<file path="config.mk">
export PLATFORM = sky130hd
export DESIGN_NAME = mem_bus_ctrl_flat
export DESIGN_NICKNAME = d
export VERILOG_FILES = /design/src/rtl/mem_bus_pkg.sv /design/src/rtl/mem_bus_ctrl_if.sv /design/src/rtl/mem_bus_ctrl.sv /design/src/flat_wrapper.sv
export SDC_FILE = /design/constraint.sdc
export NUM_CORES = 1
export LEC_CHECK = 0
export CAP_MARGIN = 40
export CELL_PAD_IN_SITES_DETAIL_PLACEMENT = 0
export CELL_PAD_IN_SITES_GLOBAL_PLACEMENT = 2
export CORE_ASPECT_RATIO = 0.8
export CORE_MARGIN = 5
export CORE_UTILIZATION = 24
export CTS_CLUSTER_SIZE = 30
export DETAILED_ROUTE_END_ITERATION = 6
export GPL_TIMING_DRIVEN = 0
export PLACE_DENSITY = 0.83
export SYNTH_ARGS = -nofsm -noshare
export SYNTH_HDL_FRONTEND = slang
export SYNTH_SLANG_ARGS = --single-unit
export TNS_END_PERCENT = 5
</file>
<file path="constraint.sdc">
create_clock -name clk -period 1.8 [get_ports clk]
set_input_delay 0.36 -clock clk [delete_from_list [all_inputs] [get_ports clk]]
set_output_delay 0.36 -clock clk [all_outputs]
set_load 0.005 [all_outputs]
</file>
<file path="src/rtl/mem_bus_pkg.sv">
// Shared types and constants for the memory bus controller.
package mem_bus_pkg;

    localparam int MEM_ADDR_W = 16;
    localparam int MEM_DATA_W = 16;
    localparam logic [MEM_ADDR_W-1:0] MEM_LAST_ADDR = 16'hFFFF;

    typedef enum logic [2:0] {
        IDLE,
        RD,
        RMW_RD,
        WR_SETUP,
        WR_STROBE,
        WR_HOLD,
        ERR
    } mem_bus_state_t;

    // Read-modify-write merge: keep the high byte read back, replace the low byte.
    function automatic logic [MEM_DATA_W-1:0] merge_low_byte(
        input logic [7:0] i_hi,
        input logic [7:0] i_lo
    );
        return {i_hi, i_lo};
    endfunction

endpackage

</file>
<file path="src/rtl/mem_bus_ctrl_if.sv">
// Request/response handshake and memory-side signals of the bus controller.
interface mem_bus_ctrl_if;
    import mem_bus_pkg::*;

    logic                  reqValid;
    logic                  reqReady;
    logic [MEM_ADDR_W-1:0] reqAddr;
    logic                  reqWrite;
    logic                  reqByte;
    logic [MEM_DATA_W-1:0] reqWData;
    logic                  rspValid;
    logic [MEM_DATA_W-1:0] rspData;
    logic                  rspErr;
    logic [MEM_ADDR_W-1:0] memAddr;
    logic                  memRe;
    logic                  memWe;
    logic [MEM_DATA_W-1:0] memWBus;
    logic [MEM_DATA_W-1:0] memRBus;

    // Controller side.
    modport slave (
        input  reqValid, reqAddr, reqWrite, reqByte, reqWData, memRBus,
        output reqReady, rspValid, rspData, rspErr,
               memAddr, memRe, memWe, memWBus
    );

    // Requester and memory side.
    modport master (
        output reqValid, reqAddr, reqWrite, reqByte, reqWData, memRBus,
        input  reqReady, rspValid, rspData, rspErr,
               memAddr, memRe, memWe, memWBus
    );

endinterface

</file>
<file path="src/rtl/mem_bus_ctrl.sv">
// Bus controller: sequences one load/store at a time onto a byte-addressed
// 16-bit memory, with read-modify-write for byte stores and a registered,
// glitch-free write strobe of STROBE_CYCLES cycles.
module mem_bus_ctrl
    import mem_bus_pkg::*;
#(
    parameter int STROBE_CYCLES = 1
) (
    input  logic           clk,
    input  logic           rstN,
    mem_bus_ctrl_if.slave  bus
);

    mem_bus_state_t        r_state;
    mem_bus_state_t        w_next;
    logic [1:0]            r_cnt;
    logic                  r_byte;
    logic [7:0]            r_wdataLo;
    logic [MEM_ADDR_W-1:0] r_memAddr;
    logic [MEM_DATA_W-1:0] r_memWBus;
    logic                  r_memRe;
    logic                  r_memWe;
    logic                  r_rspValid;
    logic                  r_rspErr;
    logic [MEM_DATA_W-1:0] r_rspData;
    logic                  w_ready;
    logic                  w_accept;
    logic                  w_badAddr;

    assign w_ready   = (r_state == IDLE) && rstN;
    assign w_accept  = bus.reqValid && w_ready;
    // The top address is only reachable by a byte load; anything else would touch addr+1.
    assign w_badAddr = (bus.reqAddr == MEM_LAST_ADDR) && !(bus.reqByte && !bus.reqWrite);

    // Next-state decode for the access sequence.
    always_comb begin
        w_next = r_state;
        case (r_state)
            IDLE: begin
                if (w_accept) begin
                    if (w_badAddr)          w_next = ERR;
                    else if (!bus.reqWrite) w_next = RD;
                    else if (bus.reqByte)   w_next = RMW_RD;
                    else                    w_next = WR_SETUP;
                end
            end
            RD:        w_next = IDLE;
            RMW_RD:    w_next = WR_SETUP;
            WR_SETUP:  w_next = WR_STROBE;
            WR_STROBE: w_next = (r_cnt == 2'd0) ? WR_HOLD : WR_STROBE;
            WR_HOLD:   w_next = IDLE;
            ERR:       w_next = IDLE;
            default:   w_next = IDLE;
        endcase
    end

    // State, registered memory strobes, address/data latches and response pulse.
    always_ff @(posedge clk) begin
        if (!rstN) begin
            r_state    <= IDLE;
            r_cnt      <= 2'd0;
            r_byte     <= 1'b0;
            r_wdataLo  <= 8'h00;
            r_memAddr  <= '0;
            r_memWBus  <= '0;
            r_memRe    <= 1'b0;
            r_memWe    <= 1'b0;
            r_rspValid <= 1'b0;
            r_rspErr   <= 1'b0;
            r_rspData  <= '0;
        end else begin
            r_state <= w_next;
            // Enables are decoded from the next state so they are flop outputs aligned with the state.
            r_memRe <= (w_next == RD) || (w_next == RMW_RD);
            r_memWe <= (w_next == WR_STROBE);

            r_rspValid <= 1'b0;
            r_rspErr   <= 1'b0;
            r_rspData  <= '0;

            if (w_accept) begin
                r_byte    <= bus.reqByte;
                r_wdataLo <= bus.reqWData[7:0];
                if (!w_badAddr) begin
                    r_memAddr <= bus.reqAddr;
                end
                if (bus.reqWrite && !bus.reqByte && !w_badAddr) begin
                    r_memWBus <= bus.reqWData;
                end
            end

            case (r_state)
                RD: begin
                    r_rspValid <= 1'b1;
                    r_rspData  <= r_byte ? {8'h00, bus.memRBus[7:0]} : bus.memRBus;
                end
                RMW_RD: begin
                    r_memWBus <= merge_low_byte(bus.memRBus[15:8], r_wdataLo);
                end
                WR_SETUP: begin
                    r_cnt <= 2'(STROBE_CYCLES - 1);
                end
                WR_STROBE: begin
                    if (r_cnt != 2'd0) begin
                        r_cnt <= r_cnt - 2'd1;
                    end
                end
                WR_HOLD: begin
                    r_rspValid <= 1'b1;
                end
                ERR: begin
                    r_rspValid <= 1'b1;
                    r_rspErr   <= 1'b1;
                end
                default: begin
                end
            endcase
        end
    end

    assign bus.reqReady = w_ready;
    assign bus.rspValid = r_rspValid;
    assign bus.rspErr   = r_rspErr;
    assign bus.rspData  = r_rspData;
    assign bus.memAddr  = r_memAddr;
    assign bus.memRe    = r_memRe;
    assign bus.memWe    = r_memWe;
    assign bus.memWBus  = r_memWBus;

endmodule

</file>
<file path="src/flat_wrapper.sv">
// flat-port wrapper written by rule: the top's interface ports become plain ports
module mem_bus_ctrl_flat import mem_bus_pkg::*;
#(
    parameter int STROBE_CYCLES = 1
)
  (clk, rstN, bus_reqValid, bus_reqAddr, bus_reqWrite, bus_reqByte, bus_reqWData, bus_memRBus, bus_reqReady, bus_rspValid, bus_rspData, bus_rspErr, bus_memAddr, bus_memRe, bus_memWe, bus_memWBus);
  mem_bus_ctrl_if bus_i ();
  input  logic clk;
  input  logic rstN;
  input wire logic [$bits(bus_i.reqValid)-1:0] bus_reqValid;
  input wire logic [$bits(bus_i.reqAddr)-1:0] bus_reqAddr;
  input wire logic [$bits(bus_i.reqWrite)-1:0] bus_reqWrite;
  input wire logic [$bits(bus_i.reqByte)-1:0] bus_reqByte;
  input wire logic [$bits(bus_i.reqWData)-1:0] bus_reqWData;
  input wire logic [$bits(bus_i.memRBus)-1:0] bus_memRBus;
  output wire logic [$bits(bus_i.reqReady)-1:0] bus_reqReady;
  output wire logic [$bits(bus_i.rspValid)-1:0] bus_rspValid;
  output wire logic [$bits(bus_i.rspData)-1:0] bus_rspData;
  output wire logic [$bits(bus_i.rspErr)-1:0] bus_rspErr;
  output wire logic [$bits(bus_i.memAddr)-1:0] bus_memAddr;
  output wire logic [$bits(bus_i.memRe)-1:0] bus_memRe;
  output wire logic [$bits(bus_i.memWe)-1:0] bus_memWe;
  output wire logic [$bits(bus_i.memWBus)-1:0] bus_memWBus;
  assign bus_i.reqValid = bus_reqValid;
  assign bus_i.reqAddr = bus_reqAddr;
  assign bus_i.reqWrite = bus_reqWrite;
  assign bus_i.reqByte = bus_reqByte;
  assign bus_i.reqWData = bus_reqWData;
  assign bus_i.memRBus = bus_memRBus;
  assign bus_reqReady = bus_i.reqReady;
  assign bus_rspValid = bus_i.rspValid;
  assign bus_rspData = bus_i.rspData;
  assign bus_rspErr = bus_i.rspErr;
  assign bus_memAddr = bus_i.memAddr;
  assign bus_memRe = bus_i.memRe;
  assign bus_memWe = bus_i.memWe;
  assign bus_memWBus = bus_i.memWBus;
  mem_bus_ctrl #(.STROBE_CYCLES(STROBE_CYCLES)) u_core (.clk(clk), .rstN(rstN), .bus(bus_i));
endmodule
</file>
Word-level counts from Yosys, hierarchy flattened
Cells that the tools add are included.
{ "word_totals": {"ff_bits": 66, "latchBits": 0, "ramBits": 0, "rom_bits": 0, "elab_cells": 63, "memories": 0} }
{ "op_classes": {"n_addsub": 1, "n_mul": 0, "div_mod_pow": 0, "magnitude_cmp": 0, "n_eq_ne": 11, "n_shift": 0, "mux": 13, "bitwise_logic": 3, "reduce_logical": 23} }
{ "ops": {"columns": ["operator", "n"], "rows": [
  ["2-to-1 mux 16 bit", 3],
  ["equality test 16 bit, second input constant", 1],
  ["equality test 3 bit, second input constant", 4],
  ["case mux 3 bit (4 select lines)", 1],
  ["equality test 3 x 2 -> 1 bit, second input constant", 3],
  ["2-to-1 mux 3 bit", 3],
  ["AND reduction 2 bit", 4],
  ["nonzero test 2 bit", 4],
  ["equality test 3 x 1 -> 1 bit, second input constant", 2],
  ["logical AND 1 bit", 6],
  ["OR reduction 3 bit", 2],
  ["zero test 1 bit", 4],
  ["2-to-1 mux 1 bit", 4],
  ["case mux 2 bit (2 select lines)", 1],
  ["zero test 3 bit", 1],
  ["NOT 1 bit", 3],
  ["zero test 2 bit", 1],
  ["2-to-1 mux 2 bit", 1],
  ["!= test 2 x 1 -> 1 bit, second input constant", 1],
  ["subtractor 2 x 1 -> 2 bit, second input constant", 1],
  ["logical OR 1 bit", 1]
]} }

Longest topological paths before layout
{ "logic_depth": {"ltp_word": 9, "ltp_mapped": 8, "depth_no_buf": 6} }

Worst setup path after synthesis
OpenSTA, ideal clock, no wires.
{ "synth_timing": {"kind": "in2reg", "start": "in rstN", "end": "reg u_core.r_memWBus[12], in the netlist u_core.bus.memWBus[12]", "setup_ps": 126, "arrival_time_ps": 1558, "required_ps": 1674, "setup_slack_ps": 116, "stages": 8, "n_path_buf": 4, "path_cell_list": "buf_2 > nor4b_4 > and4b_1 > buf_4 > and2_1 > buf_4 > buf_6 > o211ai_1"} }
{ "synth_between": {"elab_chain_cells": 4} }
{ "synth_lines": {"columns": ["element", "line", "source"], "rows": [
  ["start: declaration", "flat_wrapper.sv:9", "input logic rstN;"],
  ["logical AND 1 bit", "mem_bus_ctrl.sv:30", "assign w_ready = (r_state == IDLE) && rstN;"],
  ["named net bus_reqReady", "flat_wrapper.sv:16", "output wire logic [$bits(bus_i.reqReady)-1:0] bus_reqReady;"],
  ["logical AND 1 bit", "mem_bus_ctrl.sv:31", "assign w_accept = bus.reqValid && w_ready;"],
  ["nonzero test 2 bit (no line)", null, null],
  ["AND reduction 2 bit (no line)", null, null],
  ["end signal: assignment", "mem_bus_ctrl.sv:88", "r_memWBus <= bus.reqWData;"],
  ["end signal: assignment", "mem_bus_ctrl.sv:98", "r_memWBus <= merge_low_byte(bus.memRBus[15:8], r_wdataLo);"],
  ["end: declaration", "mem_bus_ctrl.sv:20", "logic [MEM_DATA_W-1:0] r_memWBus;"]
]} }
The timed path passes the listed nets, and every way through them passes these cells.
A chain may end at the register's enable or synchronous reset.

Worst setup path in the final report
{ "layout_timing": {"start": "reg u_core.r_state[2]", "end": "reg u_core.r_memWBus[11], in the netlist u_core.bus.memWBus[11]"} }
{ "layout_between": {"elab_chain_cells": 5} }
{ "layout_lines": {"columns": ["element", "line", "source"], "rows": [
  ["start: declaration", "mem_bus_ctrl.sv:14", "mem_bus_state_t r_state;"],
  ["start signal: assignment", "mem_bus_ctrl.sv:72", "r_state <= w_next;"],
  ["zero test 3 bit", "mem_bus_ctrl.sv:30", null],
  ["logical AND 1 bit", "mem_bus_ctrl.sv:30", null],
  ["logical AND 1 bit", "mem_bus_ctrl.sv:31", null],
  ["nonzero test 2 bit (no line)", null, null],
  ["AND reduction 2 bit (no line)", null, null]
]} }
Several ways; a longest one is shown, not always the timed one.

==> results.txt <==
The run finished with clean final reports. The share of the yosys chip area belonging to registers is 49.5%. The sink count of the clock tree is 66. Setup slack on the worst reg-to-reg path comes out at 40 ps. The top achievable clock speed is 0.569 GHz. Relative to the synthesized area, the layout overhead comes to 64.0%.

The ratio of cells with drive above 1 in the final layout came out at 13.0%. The net switching share of the total power is 21.0%. The first-pass GRT wire length came out at 13.0 mm. The simple-gate share of the synthesized area is 25.0%. The total of max-cap violations is 0. The count of state elements after synthesis came out at 66. The setup path with the least slack is of type reg2reg.

The via total after detailed routing came out at 2522. The commonest non-fill, non-tap cell in the layout is clkdlybuf4s50_1. The post-synthesis mux area share came out at 0.797%. The clock period minus worst slack is 1760 ps. The total global-route track usage is 12.2%. The synthesized net count came out at 354. The adder-cell share of the synthesized area came out at 0.891%. After synthesis, the largest family of logic cells by area is simple AND/OR/NAND/NOR gates. The internal portion of the total power is 3.23 mW. Setup repair after global routing could not meet its margin everywhere. The total power divided by cell area came out at 934 nW/um2. The final-report max-slew violation count came out at 0. In the routed design, unresolved DRC markers number 0.

The clock transition at the registers of the reported paths is 50 ps. The average cell area after synthesis is 8.89 um2. The count of synthesis-stage warnings from yosys is 0.

The final standard cell count with taps included and fillers excluded came out at 574. The synthesized-area fraction occupied by xor and xnor cells is 0%. The number of cells traversed by the worst hold path came out at 3. The path class of the tightest hold or removal check is in2reg. The pin count of the biggest net entering global routing came out at 12. In the post-synthesis netlist, the biggest area contributors are dfxtp_1 50%, nand2_1 11%, o211ai_1 9.0%. The die width came out at 128 um. The worst hold path terminates at u_core.bus.memAddr[1]$_SDFFE_PN0P_. The source of the worst register-to-register timing path is u_core.r_state[2]$_SDFF_PN0_. The clock tree buffer depth is 2. In the routed layout, each cell is associated on average with a via count of 4.39. The complex-gate fraction of the synthesized area came out at 18.0%. The leakage dissipation is 1.62 nW. After detailed placement, the design holds a cell count of 548. The data arrival time at the worst-slack endpoint is 1960 ps. Of all nets on the critical path, the largest fanout is 8.

The synthesized design spends more area on one cell type than any other, namely dfxtp_1. The pin slew with the least headroom to its limit is 519 ps. The number of global-route vias before repair came to 2477. The required arrival time at the worst endpoint is 2000 ps. The fraction of post-synthesis cell area in the top cell type by area is 49.5%. The floorplan die height is 104 um. The number of antenna violations at the first check in global routing came to 0. The DRC marker count from the first detailed-route iteration came out at 147. The critical path endpoint category is a register. The site row count came out at 34. The maximum VDD drop is 407 uV. The number of setup violations in the final report came out at 0. In the layout the commonest cells are 87 x clkdlybuf4s50_1, 75 x nand2_1, 64 x dfxtp_1, 32 x o211ai_1, 20 x and2_1. The clock tree from TritonCTS is done. The total number of H-tree levels is 3. The filler cell count in the final layout came out at 1106. The worst setup path is launched from a register. The residual overflow from global routing is 0. In this run, the clock network consumes 50.8% of the power. The final setup TNS is 0 ps. The logic gate share of total power is 10.8%. The worst min-delay path startpoint is rstN.

The CTS buffer count is 9. The worst-case headroom to the max-slew limit came out at 64.9%. The area enclosed by the die boundary came out at 13300 um2.

The average wire per cell in the routed design came out at 14.3 um. The period utilization is 97.6%. The number of buffers added on ports is 104. The total area inside the core boundary comes to 10900 um2. The detail route stage leaves a number of antenna-violating nets equal to 0. The reg-to-reg endpoint is u_core.bus.memWBus[11]$_SDFFE_PN0P_. For the worst flop-to-flop path, the logic depth is 8.

The final hold violation count came to 0. The number of top-level pins came out at 106. Synthesis handed over a netlist of 300 instances. The routed wire length is 8.20 mm. The clock arrives with 7.98 ps of skew.

The clock latency at the later pin of the worst-skew pair came out at 330 ps. The final layout contains 479 nets. The switching power came out at 0.858 mW. The number of hold buffers added after CTS was 0. The initial core utilization came out at 24.5%. The detailed-router iteration count before antenna repair came out at 4.

In this run the cell area of the synthesized design comes to 2670 um2. The number of antenna repair diodes came out at 0. For this run, the share of the core covered by cells in the final layout is 40.2%. The detailed placement HPWL is 5.96 mm.

The tree is rooted in a clkbuf_16. The distinct cell type count after synthesis is 38. The last weighted congestion value of the routability-driven placer came out at 0.791. Of the total power, registers draw 38.4%.
[power by group through the flow]
stage	clock network, mW	registers, mW	logic [mW]
2_1_floorplan	0	1.60	0.149
4_1_cts	2.13	1.57	0.434
6_report	2.07	1.57	0.442
3_5_place_dp	0	1.60	0.443
3_3_place_gp	0	1.60	0.440
5_1_grt	2.19	1.58	0.482
[registers in the layout (all words and copies together) (netlist names), 2 cells and up]
name,flops
u_core.bus.rspData,16
u_core.r_cnt,2
u_core.bus.memAddr,16
u_core.r_state,3
u_core.bus.memWBus,16
u_core.r_wdataLo,8
[Yosys cell counts]
library cell	instances
a21boi_0	10
a21oi_1	1
and2_1	21
and2b_1	1
and4_1	1
and4b_1	1
buf_1	2
buf_2	10
buf_4	3
buf_6	3
clkbuf_1	6
dfxtp_1	66
ha_1	1
inv_1	5
maj3_2	1
mux2_2	1
mux2i_1	1
nand2_1	75
nand2b_1	2
nand3_1	14
nand3b_1	1
nand4_1	6
nor2_1	3
nor2b_1	2
nor3_1	1
nor3b_2	1
nor4b_1	1
nor4b_2	1
nor4b_4	1
o2111a_1	1
o211a_1	2
o211ai_1	32
o21a_1	2
o21a_4	1
o21ai_0	8
o21ai_1	10
o21bai_1	1
or4_4	1
[metrics by stage]
stage	hold WS (ps)	setup slack (ps)	instance area, um2	total power [mW]
after floorplan	439	116	2670	1.75
after global placement	438	-552	3890	2.04
after detailed placement	446	-555	3890	2.04
after CTS	385	-87.4	4260	4.13
after global routing	426	-65.9	4380	4.25
final	397	43.7	4380	4.09
[what timing repair did]
item | 4_1_cts | 5_1_grt
gates cloned | 1 | 1
setup buffers | 2 | 7
resized for setup | 24 | 19
pin swaps | 5 | 18
endpoints found under the setup margin | 44 | 40
[cells by family after synthesis]
kind of cell | Yosys count
compound gates | 68
buf+inv | 29
fa+ha+maj | 2
mux | 2
flops | 66
simple gates | 133
[layout make-up]
type,count,area (um2),share of cell area (%)
Inverter,5,18.8,0.429
Clock inverter,4,97.6,2.23
Buffer,23,170,3.89
Sequential cell,66,1320,30.3
Timing Repair Buffer,115,1120,25.6
Tap cell,144,180,4.12
Clock buffer,12,256,5.86
Multi-Input combinational cell,205,1210,27.6
[routing by layer]
| layer | track usage, % | vias up | share of wire [%] |
|---|---|---|---|
| li1 | - | 1284 | - |
| met1 | 15.8 | 1173 | 46 |
| met2 | 19.5 | 59 | 49 |
| met3 | 3.49 | 6 | 4.6 |
| met4 | 3.86 | 0 | 0.81 |
| met5 | 0 | - | 0 |
[how the worst max path moves through the flow]
stage | start | end | slack, ps
global route | u_core.r_state[2]$_SDFF_PN0_ | u_core.bus.memWBus[11]$_SDFFE_PN0P_ | -70
floorplan | rstN | u_core.bus.memWBus[12]$_SDFFE_PN0P_ | 120
CTS | u_core.r_state[1]$_SDFF_PN0_ | u_core.bus.memWBus[12]$_SDFFE_PN0P_ | -90
global placement | bus_reqAddr[7] | u_core.bus.memWBus[9]$_SDFFE_PN0P_ | -550
detailed placement | bus_reqAddr[7] | u_core.bus.memAddr[4]$_SDFFE_PN0P_ | -560
finish | u_core.r_state[2]$_SDFF_PN0_ | u_core.bus.memWBus[11]$_SDFFE_PN0P_ | 40
[worst max-delay path: stages, from the launching register on]
cell and delay [ps]:
dfxtp_2 310, buf_6 120, nor4b_4 340, and4b_1 260, buf_6 140, and2_4 140, buf_6 120, clkbuf_16 140
o211ai_1 70
No activity file was read; power rests on OpenSTA's default activity.
